<file path="src/rtl/cpu_types_pkg.sv">
// Shared CPU datapath types: the machine word and the memory-stage FSM encoding.
// Latency: n/a (types only).
// Backpressure: n/a (types only).
package cpu_types_pkg;

  typedef logic [31:0] word_t;

  typedef enum logic [1:0] {
    IDLE   = 2'd0,
    ACCESS = 2'd1,
    DONE   = 2'd2,
    HALTED = 2'd3
  } memacc_state_t;

endpackage

</file>
<file path="src/rtl/access_timer.sv">
// Wait counter for an outstanding data-memory access; flags when the wait budget is used up.
// Latency: expired is a pure compare on the registered count (valid in the same cycle).
// Backpressure: none; en advances the count, clr (higher priority) returns it to zero.
//
// Ports: CLK/nRST clock and synchronous active-low reset; en counts one waiting
// cycle; clr restarts the count; expired is high while the count equals TIMEOUT-1.
module access_timer #(
  parameter int TIMEOUT = 1024
) (
  input  logic CLK,
  input  logic nRST,
  input  logic en,
  input  logic clr,
  output logic expired
);

  localparam int W = (TIMEOUT > 1) ? $clog2(TIMEOUT) : 1;

  logic [W-1:0] cnt;

  assign expired = (cnt == W'(TIMEOUT - 1));

  // The count saturates at TIMEOUT-1; the owner aborts the access in that cycle
  // and clears the count on the following one.
  always_ff @(posedge CLK) begin
    if (!nRST) begin
      cnt <= '0;
    end else if (clr) begin
      cnt <= '0;
    end else if (en && !expired) begin
      cnt <= cnt + W'(1);
    end
  end

endmodule

</file>
<file path="src/rtl/exmem_mem_access.sv">
// Memory-stage controller behind the EX/MEM latch: issues dmem REN/WEN, stalls until dhit, captures load data.
// Latency: request issued combinationally in the cycle the instruction appears; dhit in that cycle costs 0 stalls.
// Backpressure: mem_stall freezes all pipeline latches while an access waits for dhit (dropped on timeout).
//
// Ports: ex_* are the latched EX/MEM fields (ex_valid = live instruction), pipe_hold
// is another hazard freezing EX/MEM; dhit/dmemload come from memory; dmemREN/WEN/
// addr/store go to memory; load_data feeds MEM/WB; halt and mem_err are sticky
// status bits; stall_cycles counts cycles with mem_stall high.
module exmem_mem_access
  import cpu_types_pkg::*;
#(
  parameter int TIMEOUT = 1024,
  parameter int CNT_W   = 32
) (
  input  logic             CLK,
  input  logic             nRST,
  input  logic             ex_dren,
  input  logic             ex_dwen,
  input  logic             ex_halt,
  input  logic [31:0]      ex_addr,
  input  logic [31:0]      ex_store,
  input  logic             ex_valid,
  input  logic             pipe_hold,
  input  logic             dhit,
  input  logic [31:0]      dmemload,
  output logic             dmemREN,
  output logic             dmemWEN,
  output logic [31:0]      dmemaddr,
  output logic [31:0]      dmemstore,
  output logic             mem_stall,
  output logic [31:0]      load_data,
  output logic             halt,
  output logic             mem_err,
  output logic [CNT_W-1:0] stall_cycles
);

  memacc_state_t    state;
  word_t            ld_q;
  logic             halt_q;
  logic             err_q;
  logic [CNT_W-1:0] stall_cnt;

  logic req;
  logic aligned;
  logic is_store;
  logic active;
  logic expired;

  assign req      = ex_valid & (ex_dren | ex_dwen) & ~halt_q & ~err_q;
  assign aligned  = (ex_addr[1:0] == 2'b00);
  assign is_store = ex_dwen;  // both enables set is treated as a store

  // "active" means a request is on the memory bus this cycle. The IDLE cycle in
  // which an aligned request shows up already counts as the first ACCESS cycle,
  // so the request is driven combinationally instead of from registered state.
  always_comb begin
    active = 1'b0;
    case (state)
      IDLE:    active = req & aligned;
      ACCESS:  active = 1'b1;
      default: active = 1'b0;
    endcase
    if (!nRST) active = 1'b0;
  end

  assign dmemREN   = active & ~is_store;
  assign dmemWEN   = active & is_store;
  // EX/MEM is frozen by mem_stall, so ex_addr/ex_store stay stable until dhit.
  assign dmemaddr  = active ? ex_addr  : 32'd0;
  assign dmemstore = active ? ex_store : 32'd0;
  // The pipeline advances in the dhit cycle itself, and also in the cycle the
  // access is abandoned on timeout.
  assign mem_stall = active & ~dhit & ~expired;

  assign load_data    = ld_q;
  assign halt         = halt_q;
  assign mem_err      = err_q;
  assign stall_cycles = stall_cnt;

  access_timer #(
    .TIMEOUT (TIMEOUT)
  ) u_timer (
    .CLK     (CLK),
    .nRST    (nRST),
    .en      (active & ~dhit),
    .clr     (~active | dhit),
    .expired (expired)
  );

  always_ff @(posedge CLK) begin
    if (!nRST) begin
      state     <= IDLE;
      ld_q      <= '0;
      halt_q    <= 1'b0;
      err_q     <= 1'b0;
      stall_cnt <= '0;
    end else begin
      if (mem_stall) stall_cnt <= stall_cnt + CNT_W'(1);

      if (active && dhit && !is_store) ld_q <= dmemload;

      if (active) begin
        if (dhit) begin
          // If EX/MEM stays frozen, the served instruction is still sitting
          // there next cycle; DONE keeps it from being issued a second time.
          state <= pipe_hold ? DONE : IDLE;
        end else if (expired) begin
          err_q <= 1'b1;
          state <= IDLE;
        end else begin
          state <= ACCESS;
        end
      end else begin
        case (state)
          IDLE: begin
            if (req) begin
              // Only reachable for a misaligned address: never issued, retires
              // with load_data untouched.
              err_q <= 1'b1;
            end else if (ex_valid && ex_halt) begin
              halt_q <= 1'b1;
              state  <= HALTED;
            end
          end
          DONE: begin
            if (!pipe_hold || !ex_valid) state <= IDLE;
          end
          default: state <= state;  // HALTED is left only through reset
        endcase
      end
    end
  end

endmodule

</file>
<file path="config.mk">
export PLATFORM = sky130hd
export DESIGN_NAME = exmem_mem_access
export DESIGN_NICKNAME = d
export VERILOG_FILES = /design/src/rtl/cpu_types_pkg.sv /design/src/rtl/access_timer.sv /design/src/rtl/exmem_mem_access.sv
export SDC_FILE = /design/constraint.sdc
export NUM_CORES = 1
export LEC_CHECK = 0
export ABC_AREA = 0
export CORE_ASPECT_RATIO = 2
export CORE_UTILIZATION = 40
export CTS_CLUSTER_DIAMETER = 150
export DETAILED_ROUTE_END_ITERATION = 8
export HOLD_SLACK_MARGIN = 0.1
export PLACE_DENSITY = 0.86
export SETUP_SLACK_MARGIN = 0.2
export SLEW_MARGIN = 30
export SYNTH_ARGS = -nofsm -noshare
export SYNTH_HDL_FRONTEND = slang
export SYNTH_SLANG_ARGS = --single-unit
</file>
<file path="constraint.sdc">
create_clock -name CLK -period 7.7 [get_ports CLK]
set_input_delay 2.31 -clock CLK [delete_from_list [all_inputs] [get_ports CLK]]
set_output_delay 2.31 -clock CLK [all_outputs]
set_load 0.02 [all_outputs]
</file>
==> flow_results.xml, run 1 <==
<?xml version="1.0" encoding="UTF-8"?>
<metrics>
  <group name="power_and_ir_drop">
    <metric name="share_comb_of_total_power" unit="%">16.4</metric>
    <metric name="cellPowerDensity" unit="nW/um2">166</metric>
    <metric name="netSwitchingFraction" unit="%">23.9</metric>
    <metric name="ir_worst_vdd" unit="mV">0.146</metric>
    <metric name="static-leakage-power" unit="nW">2.45</metric>
    <metric name="seq_power_share" unit="%">38.1</metric>
    <metric name="clock_power_share" unit="%">45.5</metric>
    <metric name="cell_internal_power" unit="uW">827</metric>
    <metric name="netSwitchingPower" unit="uW">260</metric>
  </group>
  <group name="clocking">
    <metric name="max-clock-path-buffers" unit="">2</metric>
    <metric name="clock_insertion_delay_worst_skew" unit="ps">340</metric>
    <metric name="post_cts.resized_instances" unit="">0</metric>
    <metric name="clockRootBuffer" unit="">sky130_fd_sc_hd__clkbuf_16</metric>
    <metric name="cts_hold_buffers" unit="">0</metric>
    <metric name="tritoncts" unit="">built</metric>
    <metric name="tritoncts_num_sinks" unit="">78</metric>
    <metric name="h-tree-depth" unit="">3</metric>
    <metric name="post_cts_buffers" unit="">0</metric>
    <metric name="clkTransAtPathRegs" unit="ps">60</metric>
    <metric name="tritoncts.num_buffers" unit="">9</metric>
  </group>
  <group name="setup_path">
    <metric name="crit_type" unit="">in -&gt; out</metric>
    <metric name="crit_path_end_kind" unit="">output pin</metric>
    <metric name="kind_of_start_point_of_the_critical_path" unit="">primary input</metric>
    <metric name="critical_path.most_common_cell" unit="">sky130_fd_sc_hd__clkdlybuf4s50_1</metric>
    <metric name="worstReg2RegStart" unit="">mem_err</metric>
    <metric name="reg2reg_setup_slack" unit="ps">4550</metric>
    <metric name="cp-startpoint" unit="">ex_dwen</metric>
    <metric name="crit-reg2reg-capture" unit="">stall_cycles[27]</metric>
    <metric name="worst-path-max-fanout" unit="">72</metric>
    <metric name="timing.critical_path.slowest_stage_cell" unit="">sky130_fd_sc_hd__a41o_2</metric>
    <metric name="reg2regPathDepth" unit="">5</metric>
    <metric name="cells_along_the_critical_path" unit="">clkdlybuf4s50_1 &gt; or2_2 &gt; a41o_2 &gt; and3_1 &gt; clkdlybuf4s50_1</metric>
    <metric name="worstPathArrival" unit="ps">4780</metric>
    <metric name="slowest_delay" unit="ps">790</metric>
    <metric name="crit_required" unit="ps">5390</metric>
  </group>
  <group name="outcome">
    <metric name="outcome" unit="">finished, violations left</metric>
    <metric name="failed_checks" unit="">design-rule violations</metric>
  </group>
  <group name="place">
    <metric name="detailed_place_hpwl" unit="mm">11.0</metric>
    <metric name="detailed_place.area" unit="um2">6210</metric>
    <metric name="port_buffers" unit="">236</metric>
    <metric name="gp_routability_congestion" unit="">0.935</metric>
  </group>
  <group name="final_layout">
    <metric name="stdcell_area" unit="um2">6560</metric>
    <metric name="insertedDiodeCount" unit="">0</metric>
    <metric name="num-nets-final" unit="">809</metric>
    <metric name="utilization" unit="%">70.4</metric>
    <metric name="n_fill_cell" unit="">747</metric>
    <metric name="layout_common_cells" unit="">sky130_fd_sc_hd__clkdlybuf4s50_1 (236), sky130_fd_sc_hd__nand2_1 (80), sky130_fd_sc_hd__dfxtp_1 (78), sky130_fd_sc_hd__and3_1 (72), sky130_fd_sc_hd__a21oi_1 (61)</metric>
    <metric name="flow.area_growth_from_synthesis" unit="%">70.7</metric>
    <metric name="final_common_cell" unit="">sky130_fd_sc_hd__clkdlybuf4s50_1</metric>
    <metric name="layout_cells_sized_above_1" unit="%">4.66</metric>
  </group>
  <group name="logic_synthesis">
    <metric name="syn_area" unit="um2">3850</metric>
    <metric name="synth_top_family_by_area" unit="">simple AND/OR/NAND/NOR gates</metric>
    <metric name="synth.ff_latch_count" unit="">78</metric>
    <metric name="synth-compound-area-share" unit="%">14.3</metric>
    <metric name="synth-warning-count" unit="">0</metric>
    <metric name="postSynth.asyncResetShare" unit="%">0</metric>
    <metric name="yosys.area_share.simple" unit="%">36.5</metric>
    <metric name="syn_nets" unit="">596</metric>
    <metric name="post_synthesis_share_of_cell_area_spent_on_full_adders_half_adders_and_majority_gates" unit="%">0.651</metric>
    <metric name="number_of_cells_produced_by_synthesis" unit="">490</metric>
    <metric name="synth_edf_count" unit="">0</metric>
    <metric name="synth.avg_cell_area" unit="um2">7.85</metric>
    <metric name="netlist-cell-type-count" unit="">45</metric>
    <metric name="post_synth_xor_area_fraction" unit="%">2.50</metric>
    <metric name="synth_flop_cell" unit="">sky130_fd_sc_hd__dfxtp_1</metric>
    <metric name="post_synth_mux_area_share" unit="%">0.781</metric>
    <metric name="synth_sequential_area_ratio" unit="%">40.6</metric>
  </group>
  <group name="sta">
    <metric name="finalCriticalPeriod" unit="ps">7090</metric>
    <metric name="timing.max_slew.rel_slack" unit="%">38.8</metric>
    <metric name="worst_slew_pin_slew" unit="ps">916</metric>
    <metric name="max_freq" unit="GHz">0.141</metric>
    <metric name="crit_share_post_route" unit="%">92.1</metric>
    <metric name="final.setup.tns" unit="ps">0</metric>
    <metric name="setup_viol_count_final" unit="">0</metric>
    <metric name="final-hold-violation-count" unit="">0</metric>
    <metric name="whs" unit="ps">453</metric>
    <metric name="clock-skew-final" unit="ps">3.94</metric>
    <metric name="timing.final.max_slew_violations" unit="">0</metric>
    <metric name="unrepaired_setup_endpoints_after_global_routing" unit="">no</metric>
  </group>
  <group name="die">
    <metric name="num_io_pins" unit="">237</metric>
    <metric name="placeableCoreArea" unit="um2">9320</metric>
    <metric name="initial_utilization" unit="%">41.3</metric>
    <metric name="floorplan.die_area" unit="um2">10000</metric>
    <metric name="die_y" unit="um">141</metric>
    <metric name="rows" unit="">50</metric>
    <metric name="die_w" unit="um">71.3</metric>
  </group>
  <group name="global_route">
    <metric name="grt_overflow_total" unit="">0</metric>
    <metric name="global_route.usage.total" unit="%">29.2</metric>
    <metric name="first_pass_grt_wire_length" unit="mm">22.7</metric>
    <metric name="first_global_vias" unit="">4326</metric>
    <metric name="initial_antenna_violation_count" unit="">0</metric>
    <metric name="grt_start_max_net_pins" unit="">73</metric>
  </group>
  <group name="route">
    <metric name="totalWireLength" unit="mm">14.9</metric>
    <metric name="detail-route-antenna-nets" unit="">0</metric>
    <metric name="avgRoutedWirePerCell" unit="um">18.4</metric>
    <metric name="vias_per_cell" unit="">5.67</metric>
    <metric name="drt_iter0_drc" unit="">443</metric>
    <metric name="firstDrtPassIters" unit="">9</metric>
    <metric name="drc" unit="">17</metric>
    <metric name="dr_total_vias" unit="">4601</metric>
  </group>
  <group name="hold_path">
    <metric name="min-delay-path-class" unit="">reg -&gt; reg</metric>
    <metric name="hold_crit_start" unit="">load_data[0]</metric>
    <metric name="worstHoldEndpoint" unit="">load_data[0]</metric>
    <metric name="hold_depth" unit="">2</metric>
  </group>
  <group name="flow_run">
    <metric name="drv.max_cap_violation_count" unit="">0</metric>
  </group>
</metrics>
[cells by family (layout without fill, tap and decap cells)]
family                   after synthesis  in the layout
buffers and inverters                 43            261
flip-flops                            78             78
AND/OR/NAND/NOR                      257            257
AO/OA/AOI/OAI                         96             96
XOR/XNOR                              11             11
multiplexers                           3              3
adder cells (fa/ha/maj)                2              2
[per-layer routing]
metal | share of wire, % | track usage (%) | wire length, um
met1 | 36 | 33.4 | 5410
met2 | 52 | 50.6 | 7720
met3 | 9.4 | 8.22 | 1410
met4 | 2.7 | 11.3 | 400
met5 | 0 | 0 | 0
[synth_stat cells (8+ instances only)]
master	number	area, um2
sky130_fd_sc_hd__o31ai_1	17	128
sky130_fd_sc_hd__nor3_1	8	40.0
sky130_fd_sc_hd__o21ai_0	9	45.0
sky130_fd_sc_hd__dfxtp_1	78	1560
sky130_fd_sc_hd__or4_1	15	113
sky130_fd_sc_hd__nand3_1	11	55.1
sky130_fd_sc_hd__or3_1	12	75.1
sky130_fd_sc_hd__nor2_1	22	82.6
sky130_fd_sc_hd__and3_1	72	450
sky130_fd_sc_hd__nand2_1	81	304
sky130_fd_sc_hd__a21oi_1	61	305
sky130_fd_sc_hd__clkbuf_1	30	113
sky130_fd_sc_hd__nand4_1	11	68.8
[registers in the layout, summed over array words and instances (netlist names)]
register	count
load_data	32
stall_cycles	32
u_timer.cnt	10
state	2
halt	1
mem_err	1
[how the worst max path moves through the flow]
stage	endpoint	slack, ps	cells past startpoint
floorplan	dmemaddr[10]	1780	6
global placement	dmemaddr[4]	690	5
detailed placement	dmemaddr[4]	660	5
CTS	mem_stall	650	6
global route	mem_stall	440	6
finish	dmemaddr[17]	610	5
[power by group through the flow]
stage	clock, mW	combinational (mW)	sequential (mW)
detailed placement	0	0.175	0.423
finish	0.495	0.178	0.414
CTS	0.497	0.177	0.414
global route	0.514	0.188	0.414
floorplan	0	0.0690	0.426
global placement	0	0.173	0.422
[per-stage QoR]
| step | setup slack [ps] | cells | total power, mW |
|---|---|---|---|
| floorplan | 1780 | 490 | 0.495 |
| detailed placement | 664 | 796 | 0.598 |
| CTS | 653 | 812 | 1.09 |
| global placement | 692 | 796 | 0.595 |
| finish | 612 | 812 | 1.09 |
| global route | 444 | 812 | 1.12 |
[worst max-delay path: cells and delay by family]
family                 cells  cell delay [ps]
buffers and inverters      2             1210
AND/OR/NAND/NOR            2              460
AO/OA/AOI/OAI              1              790
[final cells by class]
| type | count | area (um2) | area share, % |
|---|---|---|---|
| flip-flops and latches | 78 | 1560 | 23.8 |
| repair buffers | 238 | 2380 | 36.2 |
| multi-input cells | 369 | 2120 | 32.3 |
| well taps | 104 | 130 | 1.98 |
| clock inverters | 6 | 109 | 1.66 |
| clock buffers | 10 | 239 | 3.64 |
| inverters | 7 | 28.8 | 0.438 |
(Power assumes the default switching activity.)
==> inputs of run 2 (changes only) <==
--- a/config.mk
+++ b/config.mk
@@ -6,6 +6,7 @@
 export NUM_CORES = 1
 export LEC_CHECK = 0
 export ABC_AREA = 0
+export CAP_MARGIN = 20
 export CORE_ASPECT_RATIO = 2
 export CORE_UTILIZATION = 40
 export CTS_CLUSTER_DIAMETER = 150
==> results of run 2 <==
The final DEF is identical to that of run 1; final timing and power are the same.
